File: config.mk
export PLATFORM = sky130hd
export DESIGN_NAME = pipe_stage_reg
export DESIGN_NICKNAME = d
export VERILOG_FILES = /design/src/rtl/pipe_stage_reg_pkg.sv /design/src/rtl/pipe_skid_buf.sv /design/src/rtl/pipe_stage_reg.sv
export SDC_FILE = /design/constraint.sdc
export NUM_CORES = 1
export LEC_CHECK = 0
export ABC_AREA = 1
export CAP_MARGIN = 20
export CORE_MARGIN = 2
export CORE_UTILIZATION = 28
export DETAILED_ROUTE_END_ITERATION = 7
export GPL_TIMING_DRIVEN = 0
export PLACE_DENSITY = 0.48
export SYNTH_ARGS = -nofsm -noshare
export SYNTH_HDL_FRONTEND = slang
export SYNTH_HIERARCHICAL = 1
export SYNTH_SLANG_ARGS = --single-unit
File: constraint.sdc
create_clock -name clk -period 5.68 [get_ports clk]
set_input_delay 1.136 -clock clk [delete_from_list [all_inputs] [get_ports clk]]
set_output_delay 1.136 -clock clk [all_outputs]
set_load 0.01 [all_outputs]
File: src/rtl/pipe_stage_reg_pkg.sv
// Shared types and encodings for pipe_stage_reg: occupancy states and IF/ID payload constants.
// Used by pipe_stage_reg and pipe_skid_buf; the PIPE_STAGE_PERF_EN macro is consumed by the top only.
package pipe_stage_reg_pkg;

  localparam int PC_W   = 16;
  localparam int INST_W = 16;

  localparam logic [INST_W-1:0] NOP_INST = 16'h0000;

  // Bubble payload for an IF/ID instance: zero PC, NOP instruction.
  localparam logic [PC_W+INST_W-1:0] IFID_NOP_VAL = {16'h0000, NOP_INST};

  typedef enum logic [1:0] {
    OCC_EMPTY = 2'd0,
    OCC_ONE   = 2'd1,
    OCC_FULL  = 2'd2
  } occ_e;

  function automatic occ_e occ_of(input logic main_vld, input logic skid_vld);
    if (skid_vld)      return OCC_FULL;
    else if (main_vld) return OCC_ONE;
    else               return OCC_EMPTY;
  endfunction

endpackage

File: src/rtl/pipe_skid_buf.sv
// Skid entry of the pipeline stage: one valid bit plus payload, driven by load/clear strobes.
// The payload is only meaningful while valid is set, so it is not reset.
module pipe_skid_buf
  import pipe_stage_reg_pkg::*;
#(
  parameter int DATA_W = 32
) (
  input  logic              clk,
  input  logic              rst,
  input  logic              load,
  input  logic              clear,
  input  logic [DATA_W-1:0] load_data,
  output logic              skid_vld_p1,
  output logic [DATA_W-1:0] skid_data_p1
);

  // ---- stage p1: skid entry ----
  always_ff @(posedge clk or posedge rst) begin
    if (rst) begin
      skid_vld_p1 <= 1'b0;
    end else if (clear) begin
      skid_vld_p1 <= 1'b0;
    end else if (load) begin
      skid_vld_p1 <= 1'b1;
    end
  end

  always_ff @(posedge clk) begin
    if (load && !clear) begin
      skid_data_p1 <= load_data;
    end
  end

endmodule

File: src/rtl/pipe_stage_reg.sv
// Parametrised pipeline stage register with valid/ready handshake, 2-entry skid and flush bubble.
// Define PIPE_STAGE_PERF_EN to add the stall_cnt/flush_cnt performance counters (and CNT_W).
module pipe_stage_reg
  import pipe_stage_reg_pkg::*;
#(
  parameter int              DATA_W  = 32,
  parameter logic [DATA_W-1:0] NOP_VAL = '0
`ifdef PIPE_STAGE_PERF_EN
  ,
  parameter int              CNT_W   = 16
`endif
) (
  input  logic              clk,
  input  logic              rst,
  input  logic              flush,
  input  logic              in_valid,
  output logic              in_ready,
  input  logic [DATA_W-1:0] in_data,
  output logic              out_valid,
  input  logic              out_ready,
  output logic [DATA_W-1:0] out_data
`ifdef PIPE_STAGE_PERF_EN
  ,
  output logic [CNT_W-1:0]  stall_cnt,
  output logic [CNT_W-1:0]  flush_cnt
`endif
);

  logic              vld_p1;
  logic [DATA_W-1:0] data_p1;
  logic              skid_vld_p1;
  logic [DATA_W-1:0] skid_data_p1;
  logic              acc;
  logic              cons;
  logic              skid_load;
  logic              skid_clear;
  occ_e              occ;

  assign occ       = occ_of(vld_p1, skid_vld_p1);
  assign in_ready  = !skid_vld_p1;
  assign out_valid = vld_p1;
  assign out_data  = data_p1;

  assign acc  = in_valid && in_ready;
  assign cons = vld_p1 && out_ready;

  // Skid only fills when main is held and a new beat arrives; it drains into main on cons.
  assign skid_load  = !flush && (occ == OCC_ONE) && acc && !cons;
  assign skid_clear = flush || ((occ == OCC_FULL) && cons);

  pipe_skid_buf #(
    .DATA_W(DATA_W)
  ) u_skid (
    .clk         (clk),
    .rst         (rst),
    .load        (skid_load),
    .clear       (skid_clear),
    .load_data   (in_data),
    .skid_vld_p1 (skid_vld_p1),
    .skid_data_p1(skid_data_p1)
  );

  // ---- stage p1: main entry ----
  always_ff @(posedge clk or posedge rst) begin
    if (rst) begin
      vld_p1  <= 1'b0;
      data_p1 <= NOP_VAL;
    end else if (flush) begin
      vld_p1  <= 1'b0;
      data_p1 <= NOP_VAL;
    end else begin
      unique case (occ)
        OCC_EMPTY: begin
          if (acc) begin
            vld_p1  <= 1'b1;
            data_p1 <= in_data;
          end
        end
        OCC_ONE: begin
          if (cons && acc) begin
            data_p1 <= in_data;
          end else if (cons) begin
            vld_p1  <= 1'b0;
            data_p1 <= NOP_VAL;
          end
        end
        OCC_FULL: begin
          if (cons) begin
            data_p1 <= skid_data_p1;
          end
        end
        default: begin
          vld_p1  <= vld_p1;
          data_p1 <= data_p1;
        end
      endcase
    end
  end

`ifdef PIPE_STAGE_PERF_EN
  function automatic logic [CNT_W-1:0] sat_inc(input logic [CNT_W-1:0] v);
    return (&v) ? v : v + CNT_W'(1);
  endfunction

  logic stall_evt;
  logic flush_evt;

  assign stall_evt = vld_p1 && !out_ready;
  assign flush_evt = flush && (vld_p1 || skid_vld_p1 || in_valid);

  // ---- stage p1: performance counters ----
  always_ff @(posedge clk or posedge rst) begin
    if (rst) begin
      stall_cnt <= '0;
      flush_cnt <= '0;
    end else begin
      if (stall_evt) stall_cnt <= sat_inc(stall_cnt);
      if (flush_evt) flush_cnt <= sat_inc(flush_cnt);
    end
  end
`endif

endmodule

-- After elaboration in Yosys (flattened, before gate mapping)
Index checks and enable logic that the tools add are counted.
- add/sub/neg operators: 0
- multiply operators: 0
- div/mod/pow operators: 0
- magnitude comparators: 0
- eq/ne operators: 7
- shifts and indexed selects: 0
- mux-type cells: 15
- bitwise logic cells: 0
- reduce and logical (&&, ||, !) cells: 19
- operators with widths (operator ; number):
    32-bit two-way mux ; 5
    32-bit case mux with 3 select lines ; 1
    3-bit inequality test, second input constant ; 4
    1-bit logical AND ; 8
    4-bit AND reduction ; 2
    1-bit two-way mux ; 7
    1-bit logical NOT ; 4
    4-bit by 3-bit inequality test with 1-bit output, second input constant ; 1
    4-bit nonzero test ; 1
    3-bit nonzero test ; 1
    2-bit by 1-bit equality test with 1-bit output, second input constant ; 1
    2-bit equality test, second input constant ; 1
    2-bit logical NOT ; 1
    2-bit two-way mux ; 1
    1-bit case mux with 2 select lines ; 1
    2-bit nonzero test ; 1
    1-bit logical OR ; 1
- flip-flop bits (word level): 66
- bits in latches: 0
- bits in writable memories: 0
- memory bits (read-only): 0
- input bits: 37
- output and inout bits: 34
- word-level logic and storage cells: 45
- memories kept: 0

-- Longest topological paths before layout
Gate-level depths: netlist of the first run.
- depth after elaboration: 8
- mapped depth: 9

-- Modules after synthesis
The synthesis of the first run kept the hierarchy.
- modules (own cells, without submodules) (module ; instances ; cells an instance ; area each (um2)):
    pipe_stage_reg ; 1 ; 468 ; 2588.7
    pipe_skid_buf ; 1 ; 39 ; 1011.0

-- Least setup slack after synthesis of the first run
OpenSTA, ideal clock, no wires.
- kind: input port to flip-flop
- start: input port out_ready
- end: register u_skid.skid_data_p1[0], enable pin
- data arrival time: 2.262 ns
- slack: 3.032 ns
- stages: 6
- path buffers: 1
- cell sequence: buf_2 > nand2_1 > nand3_1 > nor2_1 > nand2_2 > inv_1
- elaborated cells on any way between the ends: 7
- classes of those cells: 7 x reduce/logical
- RTL lines (element ; RTL line ; text):
    start: declaration ; pipe_stage_reg.sv:20 ; input logic out_ready,
    1-bit logical AND ; pipe_stage_reg.sv:45 ; assign cons = vld_p1 && out_ready;
    1-bit logical NOT ; pipe_stage_reg.sv:48 ; assign skid_load = !flush && (occ == OCC_ONE) && acc && !cons;
    1-bit logical AND ; pipe_stage_reg.sv:48 ;
    named net skid_load ; pipe_stage_reg.sv:35 ; logic skid_load;
    1-bit logical AND ; pipe_skid_buf.sv:29 ; if (load && !clear) begin
    end signal: assignment ; pipe_skid_buf.sv:30 ; skid_data_p1 <= load_data;
    end: declaration ; pipe_skid_buf.sv:14 ; output logic [DATA_W-1:0] skid_data_p1
The timed path passes the listed nets, and every way through them passes these cells.
A chain may end at the register's enable or synchronous reset.

-- Worst setup path after layout of the first run
- start: register u_skid.skid_vld_p1
- end: output port in_ready
- word-level cells in the longest chain between the ends: 1
- ends and longest elaborated chain (element ; RTL line ; text):
    start: declaration ; pipe_skid_buf.sv:13 ; output logic skid_vld_p1,
    start signal: assignment ; pipe_skid_buf.sv:20 ; skid_vld_p1 <= 1'b0;
    start signal: assignment ; pipe_skid_buf.sv:22 ; skid_vld_p1 <= 1'b0;
    start signal: assignment ; pipe_skid_buf.sv:24 ; skid_vld_p1 <= 1'b1;
    1-bit logical NOT ; pipe_stage_reg.sv:40 ; assign in_ready = !skid_vld_p1;
    end: declaration ; pipe_stage_reg.sv:17 ; output logic in_ready,
Every way passes these cells.

==> flow_metrics.py, run 1 <==
metrics = {
    "power": {
        "pwr-share-comb_pct": 25.9,
        "p_clk_share_pct": 35.6,
        "ir_worst_vdd_mv": 0.154,
        "p_int_uw": 1070,
        "total_power_uw": 1520,
        "powerDensity_nw_per_um2": 319,
        "p_sw_uw": 453,
        "seqPwrFrac_pct": 38.5,
        "swShare_pct": 29.8,
        "p_leak_uw": 0.00260,
    },
    "global_route": {
        "antenna_found_initial": 0,
        "grt_overflow_total": 0,
        "grt_pass1_vias": 3266,
        "grt_pass1_wl_mm": 16.1,
        "grt_usage_pct": 14.7,
        "grt_max_degree": 34,
    },
    "timing": {
        "fin_tns_setup_ns": 0,
        "worst_pin_slew_ns": 0.782,
        "slew_headroom_pct": 47.8,
        "fin_crit_sh_pct": 47.4,
        "finalClockSkew_ns": 0.00551,
        "maxSlewViolCount": 0,
        "max_freq_ghz": 0.372,
        "setup_viol_count_final": 0,
        "final-hold-violation-count": 0,
        "rsz0062_at_grt": "false",
        "period_needed_ns": 2.69,
    },
    "clock_tree": {
        "cts_buffers": 9,
        "clockRootBuffer": "clkbuf_16",
        "htree_levels": 3,
        "postCtsSetupRepairBufs": 0,
        "clock_path_buffers": 2,
        "clock_latency_ns": 0.32,
        "clock-sinks": 66,
        "cts_hold_buf": 0,
        "path_clk_slew_ns": 0.06,
        "tritoncts": "done",
        "cts_resized": 0,
    },
    "layout": {
        "final_core_util_pct": 38.0,
        "insertedDiodeCount": 0,
        "finalNonFillerCells": 762,
        "drive_above_1_share_pct": 7.80,
        "final_area_um2": 4770,
        "syn2layout_area_growth_pct": 32.6,
        "nets": 622,
    },
    "placed_design": {
        "dp.cells": 746,
        "dpl_cell_area_um2": 4490,
        "gp_congestion": 0.755,
        "dp_hpwl_mm": 6.47,
        "io_buffers": 67,
    },
    "routing": {
        "firstDrtPassIters": 4,
        "ant_nets": 0,
        "routedWlPerCell_um": 12.8,
        "wl_mm": 9.78,
        "via_per_inst": 4.26,
        "drcViolationCount": 0,
        "vias": 3245,
        "drt-initial-drc-count": 191,
    },
    "logic_synthesis": {
        "synth_area_leaders": "edfxtp_1 (27%), dfrtp_1 (24%), nand2_1 (21%)",
        "syn_nets": 544,
        "synth_top_area_share_pct": 26.7,
        "yosysWarningCount": 6,
        "avgSynthCellArea_um2": 7.10,
        "synth_area_leader_cell": "edfxtp_1",
        "synth_cells": 507,
        "ys_ff_latch": 66,
        "ys_seq_area_share_pct": 50.3,
        "synth_area_um2": 3600,
        "synth.distinct_cells": 17,
    },
    "floorplan": {
        "die_y_um": 117,
        "start_util_pct": 28.6,
        "ioPinCount": 71,
        "die_w_um": 117,
        "rows": 41,
        "dieArea_um2": 13800,
        "coreArea_um2": 12600,
    },
    "critical_path": {
        "cpMaxStageDelayCell": "clkdlybuf4s50_1",
        "endpoint_kind": "output pin",
        "critPathArrivalTime_ns": 1.55,
        "critPathMaxFanout": 8,
        "start_kind": "flop",
        "critical-path-max-stage-delay_ns": 0.55,
        "path_cells": "buf_2 -> inv_2 -> clkdlybuf4s50_1",
        "setup.worst_path.class": "flop to output pin",
        "cp.required_ns": 4.54,
    },
    "run": {
        "max_cap_violations": 0,
    },
    "min_path": {
        "hp-class": "flop to flop",
    },
    "status": {
        "status": "complete, no violations",
    },
}
==> kinds of logic after synthesis <==
kind of cell / count (synthesis) / synth area share [%]
AO/OA/AOI/OAI: 33 / 4.59
AND/OR/NAND/NOR: 275 / 30.4
buffers and inverters: 133 / 14.7
flip-flops: 66 / 50.3
==> flip-flops by register name, summed over array words and instances (netlist names) <==
signal / flops
out_data: 32
u_skid/skid_data_p1: 32
u_skid/skid_vld_p1: 1
out_valid: 1
==> critical path, delay by kind of cell, from the launching register on <==
kind | cells | cell delay (ns)
buf+inv | 3 | 0.85
flops | 1 | 0.37
==> synthesized netlist by cell type <==
master,count
a21oi_1,32
buf_1,2
buf_2,20
buf_4,1
clkbuf_1,5
dfrtp_1,34
edfxtp_1,32
inv_1,100
inv_2,5
nand2_1,201
nand2_2,2
nand3_1,36
nand4_1,1
nor2_1,33
nor2_2,1
nor2_4,1
o21ai_0,1
==> power groups by stage <==
stage               clock network, µW  registers [µW]  logic (µW)
finish                            541             586         394
floorplan                           0             615         186
global route                      576             593         443
detailed placement                  0             596         397
global placement                    0             596         393
CTS                               561             587         399
==> cell type report <==
cell class / count / area, µm²
Multi-Input combinational cell: 308 / 1260
Inverter: 105 / 394
Clock inverter: 6 / 57.6
Fill cell: 1346 / 7800
Timing Repair Buffer: 67 / 671
Sequential cell: 66 / 1810
Clock buffer: 10 / 229
Tap cell: 172 / 215
Buffer: 28 / 134
==> per-layer routing <==
metal  vias to the layer above  routed length [µm]  GRT usage (%)
li1                       1659                   -              -
met1                      1503                4740           19.4
met2                        75                4490           23.8
met3                         8                 426           2.87
met4                         0                 124           5.57
met5                         -                   0              0
==> stage by stage <==
stage / worst slack (ns) / hold slack (ns)
floorplan: 3.03 / 0.444
global placement: 2.49 / 0.464
detailed placement: 2.98 / 0.465
CTS: 2.98 / 0.480
global route: 2.90 / 0.501
finish: 2.99 / 0.476
==> cell usage in the layout (no fill, tap or decap) <==
master | synthesis | final
clkbuf_16 | 0 | 9
clkinv_2 | 0 | 3
clkdlybuf4s50_1 | 0 | 67
nor2_2 | 1 | 1
bufinv_16 | 0 | 1
clkinv_4 | 0 | 1
buf_1 | 2 | 2
buf_4 | 1 | 1
o21ai_0 | 1 | 1
nor2_1 | 33 | 33
inv_2 | 5 | 7
clkinv_1 | 0 | 1
a21oi_1 | 32 | 32
nor2_4 | 1 | 1
edfxtp_1 | 32 | 32
nand2_2 | 2 | 2
clkbuf_1 | 5 | 6
dfrtp_1 | 34 | 34
nand3_1 | 36 | 36
inv_1 | 100 | 98
buf_2 | 20 | 20
nand2_1 | 201 | 201
nand4_1 | 1 | 1
==> path summary, 6_finish.rpt <==
path | from | slack [ns] | to | depth (start not counted)
max in group asynchronous | rst | 3.87 | out_data[11] | 2
min reg2reg | out_data[7] | 0.48 | out_data[7] | 2
max reg2reg | u_skid/skid_vld_p1 | 3.37 | u_skid/skid_data_p1[19] | 7
max | u_skid/skid_vld_p1 | 2.99 | in_ready | 3
min in group asynchronous | rst | 0.99 | u_skid/skid_vld_p1 | 2
min | out_data[7] | 0.48 | out_data[7] | 2
Note: power is estimated with default switching activity, not from simulation.
==> run 2: changes to the inputs <==
Settings changed: PLACE_DENSITY 0.48 to 0.49.
Clock period 5.68 ns to 2.25 ns, I/O delays scaled along.
==> flow_metrics.py, run 2 (same netlist as run 1, synthesis figures left out) <==
metrics = {
    "global_route": {
        "grt_pass1_wl_mm": 16.3,
        "grt_max_degree": 34,
        "grt_overflow_total": 0,
        "grt_pass1_vias": 3315,
        "grt_usage_pct": 15.0,
        "antenna_found_initial": 0,
    },
    "clock_tree": {
        "clock-sinks": 66,
        "postCtsSetupRepairBufs": 0,
        "clockRootBuffer": "clkbuf_16",
        "clock_path_buffers": 2,
        "path_clk_slew_ns": 0.05,
        "clock_latency_ns": 0.34,
        "cts_hold_buf": 0,
        "htree_levels": 3,
        "tritoncts": "done",
        "cts_buffers": 9,
    },
    "critical_path": {
        "critPathArrivalTime_ns": 2.02,
        "cp.required_ns": 2.25,
        "cp_top_family": "buffers and inverters",
        "r2r-end": "u_skid/skid_data_p1[23]",
        "start_kind": "flop",
        "setup.worst_path.class": "flop to flop",
        "endpoint_kind": "flop",
        "reg2reg_from": "u_skid/skid_vld_p1",
        "rr_worst_depth": 7,
        "path_cells": "buf_2 -> nor2_2 -> buf_4 -> nand3_1 -> nor2_1 -> nand2_2 -> inv_6",
        "rrSetupSlack_ns": 0.23,
        "critPathMaxFanout": 32,
        "path_buf_inv": 3,
        "critical-path-max-stage-delay_ns": 0.37,
        "cpMaxStageDelayCell": "dfrtp_1",
    },
    "placed_design": {
        "dp_hpwl_mm": 6.50,
        "io_buffers": 67,
        "gp_congestion": 0.741,
    },
    "timing": {
        "finalClockSkew_ns": 0.00879,
        "hold_slack_ns": 0.300,
        "max_freq_ghz": 0.495,
        "setup_viol_count_final": 0,
        "worst_pin_slew_ns": 0.764,
        "period_needed_ns": 2.02,
        "fin_crit_sh_pct": 89.8,
        "maxSlewViolCount": 0,
        "final-hold-violation-count": 0,
        "slew_headroom_pct": 49.0,
        "rsz0062_at_grt": "false",
    },
    "min_path": {
        "hp-class": "primary input to async pin",
    },
    "routing": {
        "drcViolationCount": 0,
        "routedWlPerCell_um": 13.0,
        "via_per_inst": 4.32,
        "wl_mm": 9.87,
        "firstDrtPassIters": 4,
        "vias": 3292,
        "drt-initial-drc-count": 220,
        "ant_nets": 0,
    },
    "layout": {
        "final_cell_mix": "nand2_1 (201), inv_1 (98), clkdlybuf4s50_1 (67)",
        "drive_above_1_share_pct": 7.46,
        "syn2layout_area_growth_pct": 32.5,
        "nets": 622,
        "mostFrequentLayoutCell": "nand2_1",
        "insertedDiodeCount": 0,
    },
    "floorplan": {
        "ioPinCount": 71,
        "die_w_um": 117,
        "dieArea_um2": 13800,
        "rows": 41,
        "die_y_um": 117,
        "start_util_pct": 28.6,
        "coreArea_um2": 12600,
    },
    "run": {
        "max_cap_violations": 0,
    },
    "power": {
        "p_leak_uw": 0.00259,
        "ir_worst_vdd_mv": 0.382,
        "powerDensity_nw_per_um2": 807,
        "total_power_uw": 3850,
    },
    "status": {
        "status": "complete, no violations",
    },
}
[run 2: timing repair]
action / CTS / global route
pin swaps: 0 / 0
resized for setup: 1 / 1
endpoints found under the setup margin: 32 / 32
[run 2: report_power, final]
| part | switching, µW | internal [µW] | total (µW) |
|---|---|---|---|
| Combinational | 552 | 443 | 995 |
| Clock | 526 | 851 | 1380 |
| Sequential | 75.6 | 1400 | 1480 |
[run 2: per-stage QoR]
| stage | cell area (µm²) | setup TNS (ns) | worst slack, ns | std cells | utilization (%) |
|---|---|---|---|---|---|
| 2_1_floorplan | 3600 | 0 | 0.0874 | 507 | - |
| 3_3_place_gp | 4490 | -18.62 | -0.584 | 746 | 35.7 |
| 3_5_place_dp | 4490 | -2.95 | -0.0945 | 746 | 35.7 |
| 4_1_cts | 4770 | 0 | 0.117 | 762 | 37.9 |
| 5_1_grt | 4770 | 0 | 0.0755 | 762 | 38.0 |
| 6_report | 4770 | 0 | 0.230 | 762 | 38.0 |
[run 2: layout make-up]
cell class                 instances  area, µm²
inverter                         105        399
buffer                            28        134
clock inverter                     4       43.8
timing repair buffer              67        671
multi-input combinational        308       1260
clock buffer                      12        236
sequential                        66       1810
tap                              172        215
fill                            1318       7800
[run 2: how the worst max path moves through the flow]
stage	from	slack, ns	endpoint	cells past startpoint
after detailed placement	u_skid/skid_vld_p1	-0.09	u_skid/skid_data_p1[14]	7
after CTS	u_skid/skid_vld_p1	0.12	u_skid/skid_data_p1[14]	7
after global routing	u_skid/skid_vld_p1	0.08	u_skid/skid_data_p1[13]	7
final	u_skid/skid_vld_p1	0.23	u_skid/skid_data_p1[23]	7
after global placement	u_skid/skid_vld_p1	-0.58	u_skid/skid_data_p1[16]	7
after floorplan	u_skid/skid_vld_p1	0.09	u_skid/skid_data_p1[0]	7
[run 2: per-layer routing]
layer  routed length [µm]  GRT usage, %  share of wire (%)  vias to the layer above
li1                     -             -                  -                     1658
met1                 4500          19.0                 46                     1533
met2                 4630          24.4                 47                       83
met3                  470          2.68                4.8                       18
met4                  269          8.28                2.7                        0
met5                    0             0                  0                        -
==> run 3: changes to the inputs <==
Settings changed: CTS_CLUSTER_DIAMETER from default to 50.
==> results of run 3 <==
The final DEF is identical to that of run 2; final timing and power are the same.
